## src/rtl/sram_arb.sv

```systemverilog
// sram_arb: two-client round-robin arbiter and sequencer for a single-port
// synchronous SRAM. Requests are issued to the SRAM from registers; read data
// comes back to the issuing client three edges after acceptance.
module sram_arb #(
  parameter  int DEPTH   = 16,
  parameter  int WIDTH   = 8,
  localparam int DEPTH_B = $clog2(DEPTH)
) (
  input  logic               clk,
  input  logic               rstn,
  // client 0
  input  logic               req0_valid,
  input  logic               req0_we,
  input  logic [DEPTH_B-1:0] req0_ad,
  input  logic [WIDTH-1:0]   req0_wd,
  output logic               req0_ready,
  output logic               rsp0_valid,
  output logic [WIDTH-1:0]   rsp0_rd,
  // client 1
  input  logic               req1_valid,
  input  logic               req1_we,
  input  logic [DEPTH_B-1:0] req1_ad,
  input  logic [WIDTH-1:0]   req1_wd,
  output logic               req1_ready,
  output logic               rsp1_valid,
  output logic [WIDTH-1:0]   rsp1_rd,
  // SRAM port
  output logic               cs,
  output logic               we,
  output logic [DEPTH_B-1:0] ad,
  output logic [WIDTH-1:0]   wd,
  input  logic [WIDTH-1:0]   rd
);

  // Round-robin history: the client granted at the most recent acceptance.
  logic               r_last;

  // Stage 1: issue register driving the SRAM pins directly.
  logic               r_cs;
  logic               r_we;
  logic [DEPTH_B-1:0] r_ad;
  logic [WIDTH-1:0]   r_wd;
  logic               r_id;

  // Stage 2: return register, marks that rd carries read data this cycle.
  logic               r_pend;
  logic               r_pid;

  // Response registers.
  logic               r_rsp0_valid;
  logic               r_rsp1_valid;
  logic [WIDTH-1:0]   r_rsp0_rd;
  logic [WIDTH-1:0]   r_rsp1_rd;

  logic               w_grant0;
  logic               w_grant1;
  logic               w_accept;
  logic               w_sel_we;
  logic [DEPTH_B-1:0] w_sel_ad;
  logic [WIDTH-1:0]   w_sel_wd;

  // Grant from the valids and the history bit only; nothing granted in reset.
  always_comb begin
    w_grant0 = 1'b0;
    w_grant1 = 1'b0;
    if (rstn) begin
      if (req0_valid && req1_valid) begin
        w_grant0 = r_last;
        w_grant1 = ~r_last;
      end else begin
        w_grant0 = req0_valid;
        w_grant1 = req1_valid;
      end
    end
  end

  assign w_accept = w_grant0 | w_grant1;

  // Select the granted client's request fields for the issue register.
  always_comb begin
    if (w_grant1) begin
      w_sel_we = req1_we;
      w_sel_ad = req1_ad;
      w_sel_wd = req1_wd;
    end else begin
      w_sel_we = req0_we;
      w_sel_ad = req0_ad;
      w_sel_wd = req0_wd;
    end
  end

  // Remember which client won the last acceptance; reset favours client 0.
  always_ff @(posedge clk or negedge rstn) begin
    if (!rstn) begin
      r_last <= 1'b1;
    end else if (w_accept) begin
      r_last <= w_grant1;
    end
  end

  // Issue stage: launch the accepted request, otherwise idle with ad/wd held.
  always_ff @(posedge clk or negedge rstn) begin
    if (!rstn) begin
      r_cs <= 1'b0;
      r_we <= 1'b0;
      r_ad <= '0;
      r_wd <= '0;
      r_id <= 1'b0;
    end else if (w_accept) begin
      r_cs <= 1'b1;
      r_we <= w_sel_we;
      r_ad <= w_sel_ad;
      r_wd <= w_sel_wd;
      r_id <= w_grant1;
    end else begin
      r_cs <= 1'b0;
      r_we <= 1'b0;
    end
  end

  // Return stage: follow a read one cycle behind its SRAM access.
  always_ff @(posedge clk or negedge rstn) begin
    if (!rstn) begin
      r_pend <= 1'b0;
      r_pid  <= 1'b0;
    end else begin
      r_pend <= r_cs & ~r_we;
      r_pid  <= r_id;
    end
  end

  // Capture read data for the owning client and pulse its valid once.
  always_ff @(posedge clk or negedge rstn) begin
    if (!rstn) begin
      r_rsp0_valid <= 1'b0;
      r_rsp1_valid <= 1'b0;
      r_rsp0_rd    <= '0;
      r_rsp1_rd    <= '0;
    end else begin
      r_rsp0_valid <= r_pend & ~r_pid;
      r_rsp1_valid <= r_pend & r_pid;
      if (r_pend && !r_pid) begin
        r_rsp0_rd <= rd;
      end
      if (r_pend && r_pid) begin
        r_rsp1_rd <= rd;
      end
    end
  end

  assign req0_ready = w_grant0;
  assign req1_ready = w_grant1;
  assign rsp0_valid = r_rsp0_valid;
  assign rsp1_valid = r_rsp1_valid;
  assign rsp0_rd    = r_rsp0_rd;
  assign rsp1_rd    = r_rsp1_rd;
  assign cs         = r_cs;
  assign we         = r_we;
  assign ad         = r_ad;
  assign wd         = r_wd;

endmodule

```

## config.mk

```make
export PLATFORM = sky130hd
export DESIGN_NAME = sram_arb
export DESIGN_NICKNAME = d
export VERILOG_FILES = /design/src/rtl/sram_arb.sv
export SDC_FILE = /design/constraint.sdc
export NUM_CORES = 1
export LEC_CHECK = 0
export ABC_AREA = 1
export BUFFER_PORTS_ARGS = -buffer_cell sky130_fd_sc_hd__buf_4
export CORE_ASPECT_RATIO = 1.2
export CORE_UTILIZATION = 46
export DETAILED_ROUTE_END_ITERATION = 10
export PLACE_DENSITY = 0.78
export SLEW_MARGIN = 20
export SYNTH_ARGS = -nofsm -noshare
export SYNTH_HDL_FRONTEND = slang
export SYNTH_SLANG_ARGS = --single-unit
```

## constraint.sdc

```tcl
create_clock -name clk -period 1.6 [get_ports clk]
set_input_delay 0.16 -clock clk [delete_from_list [all_inputs] [get_ports clk]]
set_output_delay 0.16 -clock clk [all_outputs]
set_load 0.1 [all_outputs]
```

=== Word-level counts from Yosys, hierarchy flattened ===
Cells that the tools add are included.

* Bits in registers: 36
* Input bits: 38
* Output and inout port bits: 34

* Muxes and demuxes: 9
* Bitwise gates (word level): 7
* Reduce and logical (&&, ||, !) cells: 4

{| class="wikitable"
|+ Operators with widths
! operator !! count
|-
| 2-to-1 mux 8 bit || 1
|-
| 2-to-1 mux 1 bit || 7
|-
| 2-to-1 mux 4 bit || 1
|-
| AND 1 bit || 3
|-
| logical AND 1 bit || 3
|-
| NOT 1 bit || 3
|-
| logical NOT 1 bit || 1
|-
| OR 1 bit || 1
|}

=== Depth between registers and ports, before layout ===
* Depth in word-level cells: 5
* Mapped depth: 7

=== Worst setup path after synthesis ===
OpenSTA, ideal clock, no wires.

* Path kind: reg-to-reg
* Start point: register r_last
* End point: register r_we (netlist: we)
* Setup time: 0.122 ns
* Data arrival time: 2.069 ns
* Slack: -0.591 ns
* Cell stages (with the launch flop): 7
* Clock period less this slack: 2.191 ns
* Cell sequence: dfstp_2 nand2_1 inv_1 nor2_1 nand2_1 nand2_1 nor2_1

* Word-level cells in the longest chain between the ends: 5
* Elaborated cells on any way between the ends: 8
* Those cells by class: mux: 6; bitwise: 2

{| class="wikitable"
|+ Ends and longest elaborated chain
! item !! RTL line !! text
|-
| start, declared || 36 || <nowiki>logic r_last;</nowiki>
|-
| start signal, assigned || 97 || <nowiki>r_last <= w_grant1;</nowiki>
|-
| NOT 1 bit (*) || 69 || <nowiki>w_grant1 = ~r_last;</nowiki>
|-
| 2-to-1 mux 1 bit (*) || 67 || <nowiki>if (req0_valid && req1_valid) begin</nowiki>
|-
| 2-to-1 mux 1 bit (*) || 66 || <nowiki>if (rstn) begin</nowiki>
|-
| via req1_ready || 24 || <nowiki>output logic req1_ready,</nowiki>
|-
| 2-to-1 mux 1 bit or OR 1 bit (tied branches) || 81, 77 ||
|-
| 2-to-1 mux 1 bit (*) || 109 || <nowiki>end else if (w_accept) begin</nowiki>
|-
| end signal, assigned || 111 || <nowiki>r_we <= w_sel_we;</nowiki>
|-
| end, declared || 40 || <nowiki>logic r_we;</nowiki>
|}

Mark *: on every way through the listed nets, which the timed path passes. The rest lies on a longest branch.
A chain may end at the register's enable or synchronous reset.

=== Final worst setup path ===
* Start point: register r_last
* End point: output port req0_ready

* Word-level cells in the longest chain between the ends: 2

{| class="wikitable"
|+ Ends and longest elaborated chain
! item !! RTL line !! text
|-
| 2-to-1 mux 1 bit || 67 ||
|-
| 2-to-1 mux 1 bit || 66 ||
|-
| end, declared || 16 || <nowiki>output logic req0_ready,</nowiki>
|}

No other way between the ends.

==> flow_summary.json <==
{
  "avgSynthCellArea_um2": 8.42,
  "initial_core_util_pct": 48.5,
  "dieArea_um2": 3790,
  "die_x_um": 56.4,
  "dp_worst_setup_slack_ns": 0.378,
  "maxSlewViolCount": 0,
  "leakage_nw": 1.35,
  "grt_pass1_wl_um": 5690,
  "drive_gt1_share_pct": 36.4,
  "dr.pass1.iters": 6,
  "final_common_cell": "buf_4",
  "ioPinCount": 72,
  "synth_warnings": 0,
  "drcViolationCount": 0,
  "coreArea_um2": 3370,
  "seqCellArea_um2": 902,
  "finalPower_mw": 3.94,
  "layout.nets": 306,
  "grt_max_degree": 34,
  "min_path_type": "input pin to register",
  "num_rows": 23,
  "critPathKind": "register to output pin",
  "status": "finished clean",
  "io_buffers": 71,
  "slew_headroom_pct": 68.9,
  "synth_area_um2": 1630,
  "p_sw_share_pct": 50.7,
  "clk_pin_slew_ns": 0.07,
  "finalSetupTns_ns": 0,
  "combinationalPowerShare_pct": 49.9,
  "vdd_drop_max_mv": 1.66,
  "finalHoldViolCount": 0,
  "cts-hold-fix-buffers": 1,
  "cts_setup_buffers": 0,
  "crit_fanout": 2,
  "yosys-top-cells-area": "dfrtp_1 54%, nand2_1 14%, inv_1 9.0%",
  "synth_largest_area_cell": "dfrtp_1",
  "gp_congestion": 0.741,
  "cts_sinks": 36,
  "max_freq_ghz": 0.689,
  "synth_cell_types": 16,
  "worstMarginPinSlew_ns": 0.465,
  "most-common-layout-cells": "74 x buf_4, 59 x nand2_1, 39 x inv_1",
  "synthCells": 194,
  "cts-root-buf": "clkbuf_8",
  "powerDensity_nw_per_um2": 1710,
  "num_vias": 1418,
  "ant_nets": 0,
  "overflow": 0,
  "grt_pass1_vias": 1279,
  "nFillCells": 281,
  "clkPwrFrac_pct": 19.9,
  "rsz0062_at_grt": "false",
  "drt-total-wl_um": 3430,
  "p_seq_share_pct": 30.2,
  "htreeDepth": 2,
  "setup_viol": 0,
  "maxCapViolCount": 0,
  "setup_slack_ns": 0.149,
  "grt_util_all_layers_pct": 19.8,
  "diodes": 0,
  "hpwl_um": 2490,
  "ctsResizeCount": 0,
  "ys_seq_area_share_pct": 55.2,
  "hold_ws_ns": 0.113,
  "fin_skew_ns": 0.00587,
  "end_kind": "output pin",
  "cts_tree": "done",
  "drtIter0Drc": 54,
  "area_delta_synth_final_pct": 40.8,
  "cts_inserted_buffers": 5,
  "clk_latency_ns": 0.28,
  "power_switching_mw": 2.00,
  "critPathLaunchType": "register",
  "fin_crit_sh_pct": 90.7,
  "viasPerCell": 4.63,
  "multi_input_area_um2": 520,
  "synth.top_cell.area_share_pct": 53.6,
  "period_minus_slack_ns": 1.45,
  "antenna_found_initial": 0,
  "wl_per_cell_um": 11.2,
  "synth_fp_nets": 232,
  "arrival_ns": 1.29,
  "intPower_mw": 1.95,
  "ys_seq_elements": 36,
  "die_h_um": 67.3,
  "crit_required_ns": 1.44,
  "clock_path_buffers": 2
}
synth_stat cells, drive strengths merged:
library cell / count
buf: 8
nand3: 24
o21ai: 17
nor2: 4
dfrtp: 35
dfstp: 1
nand2: 62
or2: 1
inv: 41
a21oi: 1
power by group through the flow:
stage	Clock (mW)	Sequential (mW)	Combinational [mW]
after floorplan	0	2.45	0.302
after global placement	0	1.21	1.95
after detailed placement	0	1.21	1.97
after CTS	0.805	1.19	1.98
after global routing	0.863	1.21	2.04
final	0.785	1.19	1.97
final timing paths:
| path | start | depth (start not counted) | end | slack, ns |
|---|---|---|---|---|
| hold reg to reg | r_id | 0 | r_pid | 0.38 |
| setup reg to reg | r_last | 5 | wd[6] | 0.40 |
| max in group asynchronous | rstn | 3 | rsp0_rd[6] | 0.69 |
| hold / removal | req0_we | 3 | we | 0.11 |
| setup / recovery | r_last | 3 | req0_ready | 0.15 |
| min in group asynchronous | rstn | 2 | ad[3] | 0.26 |
worst max-delay path, stage by stage (launching register included):
cell and delay, ns:
dfstp_2 0.53, inv_1 0.07, a21oi_4 0.12, buf_4 0.30
kinds of logic after synthesis:
| family | count (synthesis) | synth area share, % |
|---|---|---|
| and+or+nand+nor | 91 | 23.4 |
| buffers and inverters | 49 | 14.0 |
| DFF | 36 | 55.2 |
| AOI/OAI and AO/OA | 18 | 7.36 |
per-stage QoR:
stage,instance area (um2),util [%],cells
final,2300,68.3,306
after global routing,2300,68.3,306
after CTS,2300,68.3,306
after detailed placement,2180,64.7,297
after global placement,2180,64.7,297
after floorplan,1650,-,194
cell type report:
class	count	area share, %
Clock buffer	5	2.99
Clock inverter	3	1.85
Inverter	41	6.69
Multi-Input combinational cell	109	22.6
Sequential cell	36	39.2
Tap cell	37	2.01
Timing Repair Buffer	75	24.6
registers in the layout (all words and copies together) (netlist names):
register    count
rsp0_rd         8
rsp1_rd         8
wd              8
ad              4
cs              1
r_id            1
r_last          1
r_pend          1
r_pid           1
rsp0_valid      1
rsp1_valid      1
we              1
layer usage:
metal	GRT usage, %	wire (um)
met3	4.98	203
met1	25.4	1530
met2	31.7	1680
met5	0	0
met4	9.76	22
Note: power is estimated with default switching activity, not from simulation.
